<file path="src/rtl/maxpool2d_stream_pkg.sv">
// Shared accelerator definitions: default pixel geometry and the pooling-stage state encoding.
package maxpool2d_stream_pkg;

  localparam int DATA_WIDTH = 16;
  localparam int MAX_WIDTH  = 256;

  typedef enum logic [1:0] {
    IDLE = 2'd0,
    RUN  = 2'd1,
    DONE = 2'd2
  } pool_state_t;

endpackage

</file>
<file path="src/rtl/maxpool_linebuf.sv">
// Single-port line buffer holding one horizontal pair-max per output column.
module maxpool_linebuf #(
  parameter int DATA_WIDTH = maxpool2d_stream_pkg::DATA_WIDTH,
  parameter int DEPTH      = maxpool2d_stream_pkg::MAX_WIDTH / 2,
  parameter int ADDR_W     = 7
) (
  input  logic                  i_clk,
  input  logic                  i_en,
  input  logic                  i_we,
  input  logic [ADDR_W-1:0]     i_addr,
  input  logic [DATA_WIDTH-1:0] i_wdata,
  output logic [DATA_WIDTH-1:0] o_rdata
);

  logic [DATA_WIDTH-1:0] mem [DEPTH];
  logic [DATA_WIDTH-1:0] rdata_reg;

  // Read data only changes on a read, so it holds across input gaps.
  always_ff @(posedge i_clk) begin
    if (i_en) begin
      if (i_we) begin
        mem[i_addr] <= i_wdata;
      end else begin
        rdata_reg <= mem[i_addr];
      end
    end
  end

  assign o_rdata = rdata_reg;

endmodule

</file>
<file path="src/rtl/maxpool2d_stream.sv">
// Streaming 2x2 / stride-2 max pooling over channel-major raster input, one line buffer of pair maxima.
module maxpool2d_stream #(
  parameter int DATA_WIDTH = maxpool2d_stream_pkg::DATA_WIDTH,
  parameter int MAX_WIDTH  = maxpool2d_stream_pkg::MAX_WIDTH
) (
  input  logic                  i_clk,
  input  logic                  i_rst,
  input  logic                  i_start,
  input  logic [7:0]            i_max_width,
  input  logic [7:0]            i_max_height,
  input  logic [9:0]            i_max_ch,
  input  logic [DATA_WIDTH-1:0] i_data,
  input  logic                  i_valid,
  output logic [DATA_WIDTH-1:0] o_data,
  output logic                  o_valid,
  output logic                  o_busy,
  output logic                  o_done
);
  import maxpool2d_stream_pkg::*;

  localparam int DEPTH  = MAX_WIDTH / 2;
  localparam int ADDR_W = (DEPTH > 1) ? $clog2(DEPTH) : 1;

  function automatic logic signed [DATA_WIDTH-1:0] smax(
    input logic signed [DATA_WIDTH-1:0] a,
    input logic signed [DATA_WIDTH-1:0] b
  );
    return (a > b) ? a : b;
  endfunction

  pool_state_t state_reg, state_next;

  logic [7:0] w_reg, h_reg;
  logic [9:0] c_reg;
  logic [7:0] col_reg, row_reg;
  logic [9:0] ch_reg;

  logic signed [DATA_WIDTH-1:0] pair_reg;
  logic signed [DATA_WIDTH-1:0] o_data_reg;
  logic                         o_valid_reg;
  logic                         o_done_reg;

  logic                         accept;
  logic                         col_last, row_last, ch_last, pix_last;
  logic                         geom_zero;
  logic signed [DATA_WIDTH-1:0] pixel;
  logic signed [DATA_WIDTH-1:0] lb_rdata;
  logic [DATA_WIDTH-1:0]        lb_rdata_raw;
  logic                         lb_en, lb_we;
  logic [ADDR_W-1:0]            lb_addr;
  logic signed [DATA_WIDTH-1:0] pair_max;
  logic signed [DATA_WIDTH-1:0] pool_max;

  assign accept    = (state_reg == RUN) && i_valid;
  assign pixel     = $signed(i_data);
  assign col_last  = (col_reg == w_reg - 8'd1);
  assign row_last  = (row_reg == h_reg - 8'd1);
  assign ch_last   = (ch_reg == c_reg - 10'd1);
  assign pix_last  = col_last && row_last && ch_last;
  assign geom_zero = (i_max_width == 8'd0) || (i_max_height == 8'd0) || (i_max_ch == 10'd0);

  // Even column reads the pair-max stored by the previous (even) row; odd column of an even row writes it.
  assign lb_en    = accept && (!col_reg[0] || !row_reg[0]);
  assign lb_we    = accept && col_reg[0] && !row_reg[0];
  assign lb_addr  = ADDR_W'(col_reg >> 1);
  assign pair_max = smax(pair_reg, pixel);
  assign lb_rdata = $signed(lb_rdata_raw);
  assign pool_max = smax(lb_rdata, pair_max);

  maxpool_linebuf #(
    .DATA_WIDTH (DATA_WIDTH),
    .DEPTH      (DEPTH),
    .ADDR_W     (ADDR_W)
  ) u_linebuf (
    .i_clk   (i_clk),
    .i_en    (lb_en),
    .i_we    (lb_we),
    .i_addr  (lb_addr),
    .i_wdata (pair_max),
    .o_rdata (lb_rdata_raw)
  );

  always_comb begin
    state_next = state_reg;
    case (state_reg)
      IDLE:    if (i_start) state_next = geom_zero ? DONE : RUN;
      RUN:     if (accept && pix_last) state_next = DONE;
      DONE:    state_next = IDLE;
      default: state_next = IDLE;
    endcase
  end

  always_ff @(posedge i_clk or negedge i_rst) begin
    if (!i_rst) begin
      state_reg   <= IDLE;
      w_reg       <= '0;
      h_reg       <= '0;
      c_reg       <= '0;
      col_reg     <= '0;
      row_reg     <= '0;
      ch_reg      <= '0;
      pair_reg    <= '0;
      o_data_reg  <= '0;
      o_valid_reg <= 1'b0;
      o_done_reg  <= 1'b0;
    end else begin
      state_reg   <= state_next;
      o_valid_reg <= 1'b0;
      o_done_reg  <= (state_next == DONE);

      if (state_reg == IDLE && i_start) begin
        w_reg   <= i_max_width;
        h_reg   <= i_max_height;
        c_reg   <= i_max_ch;
        col_reg <= '0;
        row_reg <= '0;
        ch_reg  <= '0;
      end

      if (accept) begin
        if (col_last) begin
          col_reg <= '0;
          if (row_last) begin
            row_reg <= '0;
            ch_reg  <= ch_reg + 10'd1;
          end else begin
            row_reg <= row_reg + 8'd1;
          end
        end else begin
          col_reg <= col_reg + 8'd1;
        end

        if (!col_reg[0]) begin
          pair_reg <= pixel;
        end else if (row_reg[0]) begin
          o_data_reg  <= pool_max;
          o_valid_reg <= 1'b1;
        end
      end
    end
  end

  assign o_data  = o_data_reg;
  assign o_valid = o_valid_reg;
  assign o_busy  = (state_reg == RUN);
  assign o_done  = o_done_reg;

endmodule

</file>
<file path="config.mk">
export PLATFORM = sky130hd
export DESIGN_NAME = maxpool2d_stream
export DESIGN_NICKNAME = d
export VERILOG_FILES = /design/src/rtl/maxpool2d_stream_pkg.sv /design/src/rtl/maxpool_linebuf.sv /design/src/rtl/maxpool2d_stream.sv
export SDC_FILE = /design/constraint.sdc
export NUM_CORES = 2
export LEC_CHECK = 0
export ABC_CLOCK_PERIOD_IN_PS = 13150
export CORE_MARGIN = 5
export CORE_UTILIZATION = 40
export CTS_CLUSTER_DIAMETER = 60
export DETAILED_ROUTE_END_ITERATION = 8
export PLACE_DENSITY = 0.58
export SYNTH_ARGS = -nofsm -noshare
export SYNTH_HDL_FRONTEND = slang
export SYNTH_SLANG_ARGS = --single-unit
</file>
<file path="constraint.sdc">
create_clock -name i_clk -period 13.15 [get_ports i_clk]
set_clock_uncertainty 0.1 [all_clocks]
set_input_delay 1.9725 -clock i_clk [delete_from_list [all_inputs] [get_ports i_clk]]
set_output_delay 1.9725 -clock i_clk [all_outputs]
set_load 0.005 [all_outputs]
</file>
==> summary.txt <==
Status
  – Status: finished, final reports clean

Job
  – Max_cap viols: 0

Placement
  – Detailed placement HPWL: 167 mm
  – Routability cong.: 0.934
  – DP Area: 0.0905 sq mm
  – Port Buffer Count: 64
  – DP Worst Slack: 4.32 ns

Floorplan
  – # IOs: 65
  – Core Rows: 169
  – Core area: 0.212 sq mm
  – Die width: 472 microns
  – Initial Util: 0.403
  – DIE HEIGHT: 472 microns
  – Die area: 0.223 sq mm

CTS
  – CTS resizes: 0
  – Clock Pin Slew Worst Setup and Hold Paths: 0.06 ns
  – Max Root-Sink Buffers: 3
  – Clk Latency, worst-skew pair: 0.87 ns
  – CTS tree: done
  – Postcts setup bufs: 0
  – Root buf cell: clkbuf_16
  – Clk sinks: 2152
  – Hold-fix buffers, CTS: 0
  – CTS Buf Count: 216
  – H-tree Lvls: 4

Logic synthesis
  – Share of flip-flops with an asynchronous set or reset: 0.0409
  – Mapped Cells: 5056
  – Mean Syn Cell Area: 16.9 sq um
  – Post-synth EDFFs: 2064
  – Ys Warns: 0
  – Synth Register Bits: 2152
  – Syn_nets: 5140
  – Netlist cell types: 85
  – Most used DFF post-synth: edfxtp_1
  – Register area share after synthesis: 0.751
  – Synthesized area: 0.0855 sq mm

Cells and area
  – Design area: 0.0974 sq mm
  – Register with the most flip-flops: u_linebuf.mem
  – Final #Nets: 5347
  – Area growth syn-to-layout: 13.9%
  – Share of cells above drive strength 1: 0.171
  – Max reg flops: 2048

Min path
  – Worst min-delay path endpoint: c_reg[9]$_DFFE_PN0P_
  – Min-delay src: c_reg[9]$_DFFE_PN0P_
  – Hold path cells: 2
  – Hold Path Class: reg2reg

STA
  – Final Cycle Share: 0.614
  – Rel. slew slack: 0.0184
  – Total Neg Setup Slack: 0 ns
  – Slew @ Worst Pin: 1.45 ns
  – Final setup fails: 0
  – RSZ-0062 raised after global routing: no
  – Final hold violations: 0
  – Fin. max-slew vios: 0
  – PnR worst setup slack: 5.08 ns
  – Fmax: 0.124 GHz
  – Tmin final: 8.07 ns

Route
  – DR vias/cell: 6.31
  – Aggregate routed wire length: 288 mm
  – First-pass iteration count of the detailed router: 7
  – Iteration-0 DRC Markers: 7626
  – Routed wire length per instance: 34.8 microns
  – Antenna viol nets, final: 0
  – Routed via count: 52200
  – DRC: 0

Setup path
  – Startpoint Class: primary input
  – CP required: 13.83 ns
  – Flop2flop setup slack: 6.38 ns
  – WP data arrival: 8.75 ns
  – Crit Path Class: in2reg
  – Crit Path Max Fanout: 72
  – R2r endpoint: o_data[4]$_DFFE_PN0P_
  – FF-to-FF Start: pair_reg[15]$_DFFE_PN0P_
  – Reg2Reg Depth: 16
  – Crit. End Element: register

GRT
  – Vias in the first global route: 49500
  – Global Route Usage Sum: 0.252
  – Antenna violations before repair: 9
  – Remaining Overflow, GRT: 0
  – Largest net degree at the start of global routing: 131
  – First-pass GRT wire length: 398 mm

Pwr
  – Cell Pwr Density: 246 mW/mm^2
  – Worst IR Drop VDD: 309 uV
  – Leak: 0.0313 uW
  – Final Power: 23900 uW
[worst max-delay path, cell delays in order]
cell	delay [ns]
clkdlybuf4s50_1	0.55
inv_1	0.06
ha_1	0.98
nand4_1	0.31
nor4_1	0.58
a21bo_2	0.59
mux2i_1	0.21
o22ai_4	0.15
buf_4	0.69
inv_1	0.14
ha_1	0.36
nand3_1	0.12
or4_1	0.56
a21oi_1	0.14
o31ai_1	0.11
nor2_1	0.86
a22oi_1	0.19
o21ai_0	0.15
[Yosys cell counts, types with 17 or more instances]
master    count  area (sq um)
edfxtp_1   2064         62000
nor2_1      326          1220
nand2_1     280          1050
a221oi_1    252          2210
mux2i_1     224          2240
a21oi_1     151           756
o21ai_0     146           731
mux2_2      142          1600
clkbuf_1    127           477
mux4_2      124          2790
a22oi_1     122           916
buf_2       121           606
dfrtp_1      88          2200
o22ai_1      73           457
a221o_1      51           510
inv_1        47           176
a22o_1       46           403
nand3_1      43           215
a31oi_1      42           263
buf_4        40           300
ha_1         38           475
buf_1        35           131
o221ai_1     33           289
nor3_1       29           145
nor2b_1      27           169
xnor2_1      23           201
nand4_1      22           138
o211ai_1     22           165
mux2_1       21           236
nor4_1       21           131
buf_6        19           214
a211oi_1     17           128
[worst max path at each step]
stage                                        end  slack [ns]        from  cells past startpoint
after floorplan           o_data[10]$_DFFE_PN0P_        3.54  i_data[15]                     19
after global placement    o_data[13]$_DFFE_PN0P_        4.45  i_data[15]                     18
after detailed placement   o_data[4]$_DFFE_PN0P_        4.32  i_data[15]                     18
after CTS                  o_data[4]$_DFFE_PN0P_        5.24  i_data[15]                     18
after global routing       o_data[4]$_DFFE_PN0P_        4.62  i_data[15]                     18
final                      o_data[4]$_DFFE_PN0P_        5.08  i_data[15]                     18
[final cells by class]
type,instances,area (sq um)
clock inverter,145,1290
multi-input combinational,2508,19800
sequential,2152,64200
antenna,7,17.5
fill,18200,115000
clock buffer,258,5580
timing repair buffer,334,2790
tap,2821,3530
inverter,51,209
[logic make-up after synthesis]
logic type      synth area share
flops                      0.751
compound gates            0.0935
simple gates              0.0433
mux                       0.0803
buf+inv                   0.0230
fa+ha+maj                0.00556
xor+xnor                 0.00369
[cell usage in the layout, fill, tap and decap left out, drive strengths merged, types with 18 or more instances in the layout]
| master | count |
|---|---|
| xnor2 | 23 |
| a221o | 51 |
| nand2 | 280 |
| a22oi | 122 |
| nor2 | 327 |
| nor4 | 25 |
| mux4 | 124 |
| a21oi | 151 |
| clkinv | 111 |
| a221oi | 253 |
| o211ai | 22 |
| clkbuf | 258 |
| o221ai | 33 |
| buf | 271 |
| mux2 | 163 |
| inv | 62 |
| a31oi | 42 |
| nor3 | 30 |
| dfrtp | 88 |
| nor2b | 27 |
| a211oi | 18 |
| o22ai | 73 |
| nand3 | 43 |
| o21ai | 159 |
| nand4 | 22 |
| clkdlybuf4s50 | 63 |
| mux2i | 224 |
| edfxtp | 2064 |
| a22o | 46 |
| ha | 38 |
[metal layers]
layer / vias up / routed length (microns) / global-route usage
met3: 674 / 35200 / 0.0732
met2: 3504 / 126000 / 0.377
met4: 4 / 15900 / 0.116
li1: 20900 / - / -
met1: 27100 / 111000 / 0.341
met5: - / 27 / 0
[stage by stage]
stage | hold slack [ns] | cells | util
after floorplan | 0.341 | 5056 | -
after global placement | 0.390 | 7866 | 0.426
after detailed placement | 0.391 | 7866 | 0.426
after CTS | 0.410 | 8269 | 0.459
after global routing | 0.438 | 8269 | 0.459
final | 0.408 | 8276 | 0.459
[power by group]
| part | internal [uW] | switching, uW | leakage, uW |
|---|---|---|---|
| clock | 3320 | 2670 | 0.00334 |
| sequential | 9630 | 217 | 0.0198 |
| combinational | 1960 | 6120 | 0.00813 |
| total | 14900 | 9010 | 0.0313 |
Note: power is estimated with default switching activity, not from simulation.
